$ cat src/rtl/pes_cntmon_pkg.sv
// Shared types and defaults for the 2-bit count-sequence monitor.
package pes_cntmon_pkg;

  typedef enum logic [1:0] {ACQ, HUNT, LOCKED} cntmon_state_e;

  typedef logic [1:0] cnt2_t;

  localparam int unsigned LOCK_N_DEFAULT = 4;

endpackage

$ cat src/rtl/pes_sync2.sv
// Two-flop synchroniser with synchronous active-high clear.
module pes_sync2 #(
  parameter int unsigned WIDTH = 2
) (
  input  logic             clk,
  input  logic             reset,
  input  logic [WIDTH-1:0] d,
  output logic [WIDTH-1:0] q
);

  logic [WIDTH-1:0] meta_q;
  logic [WIDTH-1:0] sync_q;

  always_ff @(posedge clk) begin
    if (reset) begin
      meta_q <= '0;
      sync_q <= '0;
    end else begin
      meta_q <= d;
      sync_q <= meta_q;
    end
  end

  assign q = sync_q;

endmodule

$ cat src/rtl/pes_count_monitor.sv
// Monitors a 2-bit ripple count: locks after LOCK_N good steps, counts wraps and errors.
// Define PES_CNTMON_SYNC_EN to place a two-flop synchroniser ahead of the sample register.
module pes_count_monitor
  import pes_cntmon_pkg::*;
#(
  parameter int unsigned LOCK_N = LOCK_N_DEFAULT,
  parameter int unsigned WRAP_W = 8,
  parameter int unsigned ERR_W  = 8
) (
  input  logic              clk,
  input  logic              reset,
  input  logic [1:0]        q_in,
  input  logic              err_clr,
  output logic              locked,
  output logic              wrap_pulse,
  output logic [WRAP_W-1:0] wrap_count,
  output logic              err,
  output logic [ERR_W-1:0]  err_count
);

  localparam int unsigned GoodW = $clog2(LOCK_N + 1);
  localparam logic [GoodW-1:0] GoodLast = GoodW'(LOCK_N - 1);

  cnt2_t q_src;
  cnt2_t s_q;
  cnt2_t prev_q;
  cnt2_t prev_inc;

`ifdef PES_CNTMON_SYNC_EN
  pes_sync2 #(
    .WIDTH(2)
  ) u_sync (
    .clk  (clk),
    .reset(reset),
    .d    (q_in),
    .q    (q_src)
  );
`else
  assign q_src = q_in;
`endif

  cntmon_state_e     state_q, state_d;
  logic [GoodW-1:0]  good_q, good_d;
  logic              wrap_pulse_q, wrap_pulse_d;
  logic [WRAP_W-1:0] wrap_count_q, wrap_count_d;
  logic              err_q, err_d;
  logic [ERR_W-1:0]  err_count_q, err_count_d;
  logic              step_hold, step_good, step_bad, lock_err;

  assign prev_inc  = prev_q + 2'd1;
  assign step_hold = (s_q == prev_q);
  assign step_good = (s_q == prev_inc);
  assign step_bad  = !step_hold && !step_good;

  always_comb begin
    state_d      = state_q;
    good_d       = good_q;
    wrap_pulse_d = 1'b0;
    wrap_count_d = wrap_count_q;
    err_d        = err_q;
    err_count_d  = err_count_q;
    lock_err     = 1'b0;

    unique case (state_q)
      ACQ: begin
        state_d = HUNT;
        good_d  = '0;
      end
      HUNT: begin
        // The locking step never produces a wrap, even when it is 3->0.
        if (step_good) begin
          if (good_q == GoodLast) begin
            state_d = LOCKED;
            good_d  = '0;
          end else begin
            good_d = good_q + 1'b1;
          end
        end else if (step_bad) begin
          good_d = '0;
        end
      end
      LOCKED: begin
        if (step_good && (prev_q == 2'd3)) begin
          wrap_pulse_d = 1'b1;
          wrap_count_d = wrap_count_q + 1'b1;
        end else if (step_bad) begin
          state_d  = HUNT;
          good_d   = '0;
          lock_err = 1'b1;
        end
      end
      default: state_d = ACQ;
    endcase

    if (err_clr) begin
      err_d       = 1'b0;
      err_count_d = '0;
    end
    // A new error wins over a coincident clear, leaving a count of one.
    if (lock_err) begin
      err_d = 1'b1;
      if (err_clr) begin
        err_count_d = ERR_W'(1);
      end else if (err_count_q != '1) begin
        err_count_d = err_count_q + 1'b1;
      end
    end
  end

  always_ff @(posedge clk) begin
    if (reset) begin
      s_q          <= '0;
      prev_q       <= '0;
      state_q      <= ACQ;
      good_q       <= '0;
      wrap_pulse_q <= 1'b0;
      wrap_count_q <= '0;
      err_q        <= 1'b0;
      err_count_q  <= '0;
    end else begin
      s_q          <= q_src;
      prev_q       <= s_q;
      state_q      <= state_d;
      good_q       <= good_d;
      wrap_pulse_q <= wrap_pulse_d;
      wrap_count_q <= wrap_count_d;
      err_q        <= err_d;
      err_count_q  <= err_count_d;
    end
  end

  assign locked     = (state_q == LOCKED);
  assign wrap_pulse = wrap_pulse_q;
  assign wrap_count = wrap_count_q;
  assign err        = err_q;
  assign err_count  = err_count_q;

endmodule

$ cat config.mk
export PLATFORM = sky130hd
export DESIGN_NAME = pes_count_monitor
export DESIGN_NICKNAME = d
export VERILOG_FILES = /design/src/rtl/pes_cntmon_pkg.sv /design/src/rtl/pes_sync2.sv /design/src/rtl/pes_count_monitor.sv
export SDC_FILE = /design/constraint.sdc
export NUM_CORES = 1
export LEC_CHECK = 0
export CAP_MARGIN = 30
export CORE_UTILIZATION = 40
export CTS_CLUSTER_SIZE = 28
export DETAILED_ROUTE_END_ITERATION = 16
export PLACE_DENSITY = 0.65
export SKIP_CTS_REPAIR_TIMING = 1
export SLEW_MARGIN = 20
export SYNTH_ARGS = -nofsm -noshare
export SYNTH_HDL_FRONTEND = slang
export SYNTH_SLANG_ARGS = --single-unit
$ cat constraint.sdc
create_clock -name clk -period 4.8 [get_ports clk]
set_input_delay 0.96 -clock clk [delete_from_list [all_inputs] [get_ports clk]]
set_output_delay 0.96 -clock clk [all_outputs]
set_load 0.01 [all_outputs]
==> results of run 1 <==
cells by family (layout without fill, tap and decap cells):
kind of cell | after synthesis | after routing | share of synthesized area
adders and majority gates | 9 | 9 | 0.07725
AOI/OAI and AO/OA | 33 | 33 | 0.1674
DFF | 27 | 27 | 0.3708
buffers and inverters | 10 | 32 | 0.03003
and+or+nand+nor | 68 | 68 | 0.2575
xor gates and xnor gates | 11 | 11 | 0.07640
muxes | 3 | 3 | 0.02060
worst max-delay path by stage:
stage,startpoint,end,slack (ns),depth (start not counted)
6_report,state_q[0],locked,2.03,3
5_1_grt,state_q[0],locked,1.95,3
4_1_cts,state_q[0],locked,2.02,3
3_5_place_dp,reset,err_count[3],1.82,4
2_1_floorplan,err_clr,err_count[3],2.91,3
3_3_place_gp,reset,err_count[3],1.83,4
through the flow:
stage / power (mW) / area (um^2) / setup slack, ns
floorplan: 0.3477 / 1458 / 2.909
global placement: 0.3726 / 1724 / 1.830
detailed placement: 0.3816 / 1724 / 1.816
CTS: 0.4804 / 1752 / 2.020
global route: 0.5070 / 1752 / 1.952
finish: 0.4746 / 1752 / 2.032
Yosys cell counts (2+ instances only):
| library cell | count | area [um^2] |
|---|---|---|
| and3_1 | 3 | 18.77 |
| and2_1 | 3 | 18.77 |
| a21o_1 | 2 | 15.01 |
| inv_1 | 4 | 15.01 |
| nand2b_1 | 3 | 18.77 |
| clkbuf_1 | 3 | 11.26 |
| a311oi_1 | 2 | 17.52 |
| mux2i_1 | 3 | 30.03 |
| nor2_1 | 15 | 56.30 |
| nor2b_1 | 8 | 50.05 |
| dfxtp_1 | 27 | 540.5 |
| o211ai_1 | 5 | 37.54 |
| nand4_1 | 8 | 50.05 |
| ha_1 | 9 | 112.6 |
| xor2_1 | 8 | 70.07 |
| a31oi_1 | 2 | 12.51 |
| and4_1 | 2 | 17.52 |
| o21ai_0 | 7 | 35.03 |
| nand2_1 | 10 | 37.54 |
| a41o_1 | 2 | 20.02 |
| a21oi_1 | 7 | 35.03 |
| nand4b_1 | 2 | 17.52 |
| or3_1 | 3 | 18.77 |
| nor3_1 | 5 | 25.02 |
power groups by stage:
stage                     sequential, mW  clock [mW]  combinational [mW]
after floorplan                    0.248           0               0.100
after global placement             0.249           0               0.123
after detailed placement           0.251           0               0.131
after CTS                          0.246       0.103               0.132
after global routing               0.247       0.114               0.146
final                              0.246      0.0972               0.132
layout make-up:
type | count | area share
inverters | 4 | 0.008571
repair buffers | 24 | 0.1357
flip-flops and latches | 27 | 0.3086
well taps | 46 | 0.03286
clock inverters | 1 | 0.002857
clock buffers | 3 | 0.01286
multi-input cells | 124 | 0.4986
worst max-delay path, delay by kind of cell (launching register included):
family / cells / cell delay, ns
DFF: 1 / 0.38
adders and majority gates: 1 / 0.40
buffers and inverters: 2 / 0.72
layer usage:
layer | vias up | track usage | wire length, um
li1 | 630 | - | -
met1 | 579 | 0.1801 | 1342
met2 | 27 | 0.3008 | 1469
met3 | 4 | 0.03676 | 83
met4 | 0 | 0.03488 | 34
met5 | - | 0 | 0
state kept, by name (all words and copies together), names as in the netlist:
signal / count
err_count: 8
wrap_count: 8
good_q: 3
prev_q: 2
s_q: 2
state_q: 2
err: 1
wrap_pulse: 1
==> run metrics, run 1 <==
status completed; Max Freq between 0.3 and 0.4 GHz; RR Endpoint state_q[0]; Yosys reg bits 27; starting density of the core 0.4267; final design utilization 0.5128; area grow syn2layout 20.17%; final WL 2.929 mm; worst hold margin 0.4813 ns; Pins Over Slew Limit 0; count of flip-flops with a built-in enable after synthesis 0; CP Class reg -> out; Max stage delay cell, worst path clkdlybuf4s50_1; # placed instances 225; Int Pwr 0.3238 mW; sequential power share 0.517; Via density 5.415; hold endpoint err; YS warnings 0; die area 3889 um^2; setup TNS 0 ns; die height roughly 62 um; DR vias 1240; grt total ovfl 0; Fin. Hold Viols 0; Leak Pwr 0.6656 nW; Routed Antenna Nets 0; Syn Inst Count 161; RSZ-0062 raised after global routing no; net load switching power 0.1507 mW; Worst setup SP type flop; Hold Crit Depth 2; Crit Reg-Reg Startpoint prev_q[1]; Yosys cell types between 40 and 50; VDD IR-drop max approximately 0.00024 V; final-stage net count between 150 and 200; PwrDens 270.9 nW/um^2; clk_skew between 0.002 and 0.0025 ns; Fillers 313; core area 3416 um^2; TritonCTS clock tree done; routed len/inst 12.79 um; final std cells w/o fill 229; Avg Inst Size Synth 9.054 um^2; Multi-input gate area 873.3 um^2; R2R depth 6; antenna diode count 0; hold path start err; Rows 21; CP Cell Sequence inv_1 -> ha_1 -> clkdlybuf4s50_1; reg2reg setup slack 2.75 ns; sequential fraction of the synthesis area 0.3708; Logic pwr share 0.278; Clock power frac 0.205; clock tree buffer depth 2; Top FF cell, synth dfxtp_1; DIE WIDTH 62.37 um; Maximum Capacitance Violations 0; min-delay worst type reg -> reg; vias in the first global route 1186; initial antenna violation count 0; Slew @ Worst Pin 0.8395 ns; clk sink count 27; most frequent cells in the layout 27 x dfxtp_1, 23 x clkdlybuf4s50_1, 15 x nor2_1, 10 x nand2_1, 9 x ha_1; WP data required 3.84 ns; global-route wire length before repair between 5 and 6 mm; asr flop ratio synth 0; slowest stage delay, CP 0.62 ns; IO buf count 23; largest net degree at the start of global routing 25; worst-path fanout max 10; drt first pass iters 4; Mapped Area 1458 um^2; Worst Path Arrival 1.81 ns; switching share of power 0.3176; initial drt markers 77; insertion delay of the later-clocked pin in the worst-skew pair between 0.3 and 0.4 ns; GRT Overall Usage 0.1595; cell at the root of the clock tree clkbuf_4; CTS Buf Count 3; DRC viols 0; I/O Pins 24; DPL Wire Length between 2 and 2.5 mm; routability-driven placement congestion ratio 0.8221; setup violators final 0; Synthesized Nets between 150 and 200; crit end category output pin; minimum clock period 2.768 ns; leading cell type in the layout, fill and taps excluded dfxtp_1; period utilisation layout 0.5767; layout cells sized above 1 0.06011; clock slew at reported path FFs between 0.1 and 0.15 ns; Slew headroom 0.4386; H-tree levels 1; register area 540.5 um^2
Note: power is estimated with default switching activity, not from simulation.
==> run 2: changes to the inputs <==
--- a/config.mk
+++ b/config.mk
@@ -9,7 +9,7 @@
 export CORE_UTILIZATION = 40
 export CTS_CLUSTER_SIZE = 28
 export DETAILED_ROUTE_END_ITERATION = 16
-export PLACE_DENSITY = 0.65
+export PLACE_DENSITY = 0.67
 export SKIP_CTS_REPAIR_TIMING = 1
 export SLEW_MARGIN = 20
 export SYNTH_ARGS = -nofsm -noshare
==> constraint.sdc (replaced) <==
create_clock -name clk -period 2.5 [get_ports clk]
set_input_delay 0.5 -clock clk [delete_from_list [all_inputs] [get_ports clk]]
set_output_delay 0.5 -clock clk [all_outputs]
set_load 0.01 [all_outputs]
==> run metrics, run 2 (synthesis gave the netlist of run 1 again) <==
status completed; largest net degree at the start of global routing 24; Via density between 5 and 6; CP Class reg -> out; initial antenna violation count 0; setup TNS 0 ns; crit end category output pin; clk_skew 0.002254 ns; clock tree buffer depth 2; setup violators final 0; minimum clock period 2.323 ns; IO buf count 23; TritonCTS clock tree done; insertion delay of the later-clocked pin in the worst-skew pair 0.32 ns; layout cells sized above 1 0.06522; GRT Overall Usage 0.1757; die area around 3900 um^2; min-delay worst type reg -> reg; Fin. Hold Viols 0; H-tree levels 1; clock slew at reported path FFs 0.16 ns; CP Cell Sequence inv_1 -> ha_1 -> clkdlybuf4s50_1; DRC viols 0; routed len/inst 13.39 um; DPL Wire Length 2.333 mm; vias in the first global route 1253; clk sink count 27; Pins Over Slew Limit 0; global-route wire length before repair 5.609 mm; Worst Path Arrival 1.82 ns; final WL 3.079 mm; Slew @ Worst Pin 0.5367 ns; period utilisation layout 0.9291; Max stage delay cell, worst path clkdlybuf4s50_1; cell at the root of the clock tree clkbuf_4; Fillers approximately 330; Multi-input gate area 873.3 um^2; worst-path fanout max 10; Maximum Capacitance Violations 0; worst hold margin 0.4976 ns; Tot Pwr 0.9257 mW; RSZ-0062 raised after global routing no; core area 3416 um^2; Rows 21; Max Freq roughly 0.43 GHz; Routed Antenna Nets 0; Leak Pwr 0.6666 nW; routability-driven placement congestion ratio roughly 0.85; DIE WIDTH 62.37 um; final-stage net count 199; DR vias about 1.2k; most frequent cells in the layout 27 x dfxtp_1, 23 x clkdlybuf4s50_1, 15 x nor2_1, 10 x nand2_1, 9 x ha_1; VDD IR-drop max 0.0002917 V; Slew headroom 0.6384; leading cell type in the layout, fill and taps excluded dfxtp_1; WP data required 2.00 ns; CTS Buf Count 3; PwrDens 525.5 nW/um^2; antenna diode count 0; initial drt markers 45; Worst setup SP type flop; drt first pass iters 6; die height 62.37 um; area grow syn2layout 20.86%; slowest stage delay, CP about 0.62 ns; grt total ovfl 0; register area 540.5 um^2; starting density of the core 0.4267; I/O Pins 24
[run 2: cell count changes in the layout (fill, tap and decap cells not counted)]
cell        previous run  this run
buf_4                  1         2
clkinv_2               1         0
clkinvlp_4             0         1
[run 2: where the power goes]
group	total [mW]	switching, mW	leakage (nW)	internal, mW
Sequential	0.471	0.0229	0.219	0.448
Combinational	0.254	0.140	0.434	0.114
Clock	0.200	0.139	0.0139	0.0611
[run 2: final cells by class]
type                            instances  area share
Clock buffer                            3     0.01278
Clock inverter                          1    0.004261
Inverter                                4    0.008523
Multi-Input combinational cell        124      0.4957
Sequential cell                        27      0.3068
Tap cell                               46     0.03267
Timing Repair Buffer                   25      0.1392
[run 2: stage by stage]
step	cell area (um^2)	setup WS, ns	utilization	cells
after global routing	1762	0.05059	0.5158	230
after floorplan	1458	0.6165	-	161
after detailed placement	1732	0.5066	0.5070	226
after global placement	1732	0.5443	0.5070	226
final	1762	0.1772	0.5158	230
after CTS	1762	0.1740	0.5158	230
[run 2: worst max-delay path, delay by kind of cell, from the launching register on]
kind                       cells  cell delay (ns)
DFF                            1             0.38
adders and majority gates      1             0.39
buffers and inverters          2             0.72
[run 2: metal layers]
metal  routed length (um)  up-vias  global-route usage
met2                 1609       13              0.3283
met3                   60        2             0.02574
met4                   20        0             0.05523
met5                    0        -                   0
li1                     -      629                   -
met1                 1389      602              0.2034
[run 2: worst paths after layout]
kind,depth (start not counted),startpoint,end,slack [ns]
worst max-delay path,3,state_q[0],locked,0.18
worst min-delay path,2,err,err,0.50
worst max register to register,6,prev_q[0],state_q[0],0.48
worst min register to register,2,err,err,0.50
==> RTL edit 1: new RTL, flow settings as in run 2 <==
The 3 states of `cntmon_state_e` get a one-hot encoding in 3 bits.
--- a/src/rtl/pes_cntmon_pkg.sv
+++ b/src/rtl/pes_cntmon_pkg.sv
@@ -3,3 +3,3 @@
 
-  typedef enum logic [1:0] {ACQ, HUNT, LOCKED} cntmon_state_e;
+  typedef enum logic [2:0] {ACQ = 3'b001, HUNT = 3'b010, LOCKED = 3'b100} cntmon_state_e;
 
Formal check against the unedited RTL: same outputs for any inputs over 10 cycles, from zero or initial values and one cycle with reset high; not proved beyond that.
==> RTL edit 1 against run 2 <==
- routed wire length shrank 15%
- via count shrank 2.4%
- sequential cell count grew 1
- total power shrank 11%
- largest power group unchanged
- highest routed layer unchanged
- design area shrank 7.4%
- area after synthesis shrank 8.1%
- sequential share of layout area grew 3.7 points
- core utilization grew 0.58 points
- setup slack gained 0.15 ns
==> RTL edit 1: results (changes against run 2) <==
<table>
<tr><th>Metric</th><th>Value</th></tr>
<tr><th colspan="2">Placement</th></tr>
<tr><td>Cell Count Post-Placement</td><td>222 (-1.8%)</td></tr>
<tr><td>Post-DP HPWL</td><td>1970 um (-16%)</td></tr>
<tr><td>Routability congestion estimate</td><td>0.871 (+2.7%)</td></tr>
<tr><th colspan="2">Clock tree</th></tr>
<tr><td>Clock transition at path regs</td><td>0.14 ns (-0.02 ns)</td></tr>
<tr><th colspan="2">Synth</th></tr>
<tr><td>Synth area leaders</td><td>dfxtp_1 (42%), nor2_1 (5.3%), a21oi_1 (4.9%)</td></tr>
<tr><td>Synthesized netlist net count</td><td>168 (-4.0%)</td></tr>
<tr><td>Most common library cells after synthesis</td><td>dfxtp_1 (28), nor2_1 (19), a21oi_1 (13)</td></tr>
<tr><td>Number of distinct standard cells referenced by the synthesized netlist</td><td>38 (-9.5%)</td></tr>
<tr><td>Mapped Avg Cell Area</td><td>8.43 um2 (-6.9%)</td></tr>
<tr><th colspan="2">Route</th></tr>
<tr><td>Initial DRT Pass Iterations</td><td>4 (-2)</td></tr>
<tr><td>Wire length on met2</td><td>1310 um (-18%)</td></tr>
<tr><td>Overall via count from detail_route</td><td>1,216 (-2.4%)</td></tr>
<tr><td>Iteration-0 DRC count of the detailed router</td><td>58 (+29%)</td></tr>
<tr><th colspan="2">Global route</th></tr>
<tr><td>Met1 capacity usage during global routing</td><td>0.189 (-0.0146)</td></tr>
<tr><td>M2 GR Usage</td><td>0.294 (-0.0346)</td></tr>
<tr><td>Overall routing resource usage</td><td>0.162 (-0.0135)</td></tr>
<tr><td>First-pass GRT wire length</td><td>4470 um (-20%)</td></tr>
<tr><td>Maximum number of pins on one net before global-route repair</td><td>15 (-38%)</td></tr>
<tr><th colspan="2">Timing</th></tr>
<tr><td>Hold slack</td><td>0.484 ns (-0.0133 ns)</td></tr>
<tr><td>Shortest period the worst path allows</td><td>2.17 ns (-0.154 ns)</td></tr>
<tr><th colspan="2">Power and ir drop</th></tr>
<tr><td>Largest voltage drop on the vdd net</td><td>0.322 mV (+10%)</td></tr>
<tr><th colspan="2">Layout</th></tr>
<tr><td>Final cell count without fillers</td><td>225 (-2.2%)</td></tr>
<tr><td>Number of nets in the layout</td><td>192 (-3.5%)</td></tr>
<tr><td>FF/Latch Area</td><td>561 um2 (+3.7%)</td></tr>
<tr><td>Fill cell instance count of the final layout</td><td>298 (-9.1%)</td></tr>
<tr><th colspan="2">Worst setup path</th></tr>
<tr><td>Worst Path Max Fanout</td><td>6 (-4)</td></tr>
<tr><th colspan="2">Outcome</th></tr>
<tr><td>Status</td><td>finished clean</td></tr>
</table>
RTL edit 1: cell type report:
cell class,instances,share of cell area
sequential,28,0.344
clock buffer,3,0.0138
timing repair buffer,24,0.146
tap,44,0.0337
inverter,5,0.0115
multi-input combinational,121,0.452
RTL edit 1: power groups by stage:
stage	sequential, W	clock, W	combinational, W
finish	0.000489	0.000183	0.000151
global route	0.000495	0.000207	0.000167
CTS	0.000490	0.000194	0.000151
detailed placement	0.000500	0	0.000150
global placement	0.000498	0	0.000149
floorplan	0.000495	0	0.000118
RTL edit 1: logic make-up (layout without fill, tap and decap cells):
family,after synthesis,after routing,synth area share
buf+inv,10,32,0.0317
mux,1,1,0.00747
fa+ha+maj,4,4,0.0373
xor+xnor,8,8,0.0579
compound gates,36,36,0.162
flops,28,28,0.418
simple gates,72,72,0.285
RTL edit 1: worst max-delay path, stage by stage (launching register included):
cell and delay [ns]:
dfxtp_1 0.38, nand2b_1 0.17, nand2b_4 0.16, inv_2 0.10, clkdlybuf4s50_1 0.54
==> RTL edit 2: new RTL, settings of run 2 <==
Made on the original files. Set the parameter `WRAP_W` to 7 (it was 8).
--- a/src/rtl/pes_count_monitor.sv
+++ b/src/rtl/pes_count_monitor.sv
@@ -6,3 +6,3 @@
   parameter int unsigned LOCK_N = LOCK_N_DEFAULT,
-  parameter int unsigned WRAP_W = 8,
+  parameter int unsigned WRAP_W = 7,
   parameter int unsigned ERR_W  = 8
Ports: changed (resized wrap_count); port bits go from 24 to 23. The function was not compared with the original's and may differ.
==> RTL edit 2 against run 2 <==
- design area down 1.6%
- sequential cell count down 1
- clock skew up 0.011 ns
- highest routed layer unchanged
- critical path type unchanged
- total power up 7.7%
- routed wire length down 5.8%
- area after synthesis down 3.0%
- core utilization about the same
- setup slack better by 0.051 ns
- global-route usage up 0.15 points
==> RTL edit 2: results (changes against run 2) <==
<table>
<tr><th>Metric</th><th>Value</th></tr>
<tr><th colspan="2">Global route</th></tr>
<tr><td>First-pass GRT wire length</td><td>4990 um (-11%)</td></tr>
<tr><td>Maximum number of pins on one net before global-route repair</td><td>18 (-25%)</td></tr>
<tr><td>Overall routing resource usage</td><td>0.177 (+0.00147)</td></tr>
<tr><th colspan="2">Synth</th></tr>
<tr><td>Number of distinct standard cells referenced by the synthesized netlist</td><td>40 (-4.8%)</td></tr>
<tr><td>Synth area leaders</td><td>dfxtp_1 (37%), ha_1 (8.0%), xor2_1 (5.0%)</td></tr>
<tr><td>Synthesized netlist net count</td><td>176 (+0.57%)</td></tr>
<tr><td>Most common library cells after synthesis</td><td>dfxtp_1 (26), nor2_1 (16), nand2_1 (12)</td></tr>
<tr><td>Sequential area share after synthesis</td><td>0.368 (-0.00267)</td></tr>
<tr><td>Share of Yosys cell area claimed by the top area cell type</td><td>0.368 (-0.00267)</td></tr>
<tr><th colspan="2">Placement</th></tr>
<tr><td>Total of buffers placed on input and output ports</td><td>22 (-4.3%)</td></tr>
<tr><td>Post-DP HPWL</td><td>2190 um (-6.1%)</td></tr>
<tr><td>Placed Instance Area</td><td>1680 um2 (-3.0%)</td></tr>
<tr><th colspan="2">Route</th></tr>
<tr><td>Overall via count from detail_route</td><td>1,245 (-0.080%)</td></tr>
<tr><td>Iteration-0 DRC count of the detailed router</td><td>58 (+29%)</td></tr>
<tr><td>Wire length after detailed routing</td><td>2900 um (-5.8%)</td></tr>
<tr><td>Initial DRT Pass Iterations</td><td>4 (-2)</td></tr>
<tr><td>Average wire length per cell after detail routing</td><td>12.6 um (-5.8%)</td></tr>
<tr><th colspan="2">Power and ir drop</th></tr>
<tr><td>Largest voltage drop on the vdd net</td><td>0.664 mV (+130%)</td></tr>
<tr><td>Internal power</td><td>0.000706 W (+13%)</td></tr>
<tr><td>Leakage dissipation</td><td>0.679 nW (+1.8%)</td></tr>
<tr><th colspan="2">Clock tree</th></tr>
<tr><td>Clk buf depth</td><td>2 (unchanged)</td></tr>
<tr><th colspan="2">Worst setup path</th></tr>
<tr><td>Critical path arrival</td><td>1.77 ns (-0.05 ns)</td></tr>
<tr><td>CP max stage cell</td><td>clkdlybuf4s50_1</td></tr>
<tr><td>Worst path max stage delay</td><td>0.60 ns (-0.02 ns)</td></tr>
<tr><th colspan="2">Layout</th></tr>
<tr><td>Inserted Diodes</td><td>0 (unchanged)</td></tr>
<tr><td>Fill cell instance count of the final layout</td><td>359 (+9.5%)</td></tr>
<tr><th colspan="2">Outcome</th></tr>
<tr><td>Status</td><td>finished clean</td></tr>
<tr><th colspan="2">Timing</th></tr>
<tr><td>Worst Skew</td><td>0.0128 ns (+0.0106 ns)</td></tr>
</table>
[RTL edit 2: worst paths after layout]
check             start          to  slack, ns  depth (start not counted)
max          state_q[0]      locked       0.23                          3
min                 err         err       0.48                          2
min reg2reg         err         err       0.48                          2
max reg2reg   prev_q[1]  state_q[0]       0.50                          6
[RTL edit 2: kinds of logic after synthesis]
kind of cell | after synthesis | share of synthesized area
flops | 26 | 0.368
fa+ha+maj | 9 | 0.0796
compound gates | 33 | 0.175
mux | 3 | 0.0212
simple gates | 70 | 0.257
buf+inv | 11 | 0.0319
xor+xnor | 10 | 0.0673
[RTL edit 2: area by class of cell]
class | count | share of cell area
clock inverters | 1 | 0.0173
inverters | 5 | 0.0108
flip-flops and latches | 26 | 0.300
clock buffers | 3 | 0.0130
repair buffers | 24 | 0.136
well taps | 46 | 0.0332
multi-input cells | 125 | 0.490
[RTL edit 2: layer usage]
layer	GRT usage	part of all wire
met5	0	0
met4	0.0381	0.0069
met3	0.0441	0.046
met2	0.326	0.53
met1	0.207	0.41
[RTL edit 2: stage by stage]
stage	util	setup WS (ns)
final	0.515	0.229
after global routing	0.515	0.103
after CTS	0.515	0.205
after detailed placement	0.500	0.552
after global placement	0.500	0.626
after floorplan	-	0.690
[RTL edit 2: power groups by stage]
| stage | registers [W] | logic [W] | clock network (W) |
|---|---|---|---|
| after detailed placement | 0.000465 | 0.000248 | 0 |
| after global placement | 0.000462 | 0.000236 | 0 |
| final | 0.000456 | 0.000247 | 0.000294 |
| after global routing | 0.000459 | 0.000276 | 0.000319 |
| after floorplan | 0.000459 | 0.000192 | 0 |
| after CTS | 0.000456 | 0.000249 | 0.000304 |
[RTL edit 2: worst min-delay path, stage by stage, from the launching register on]
cell and delay (ns):
dfxtp_1 0.34, nand2b_1 0.06, a21oi_1 0.06
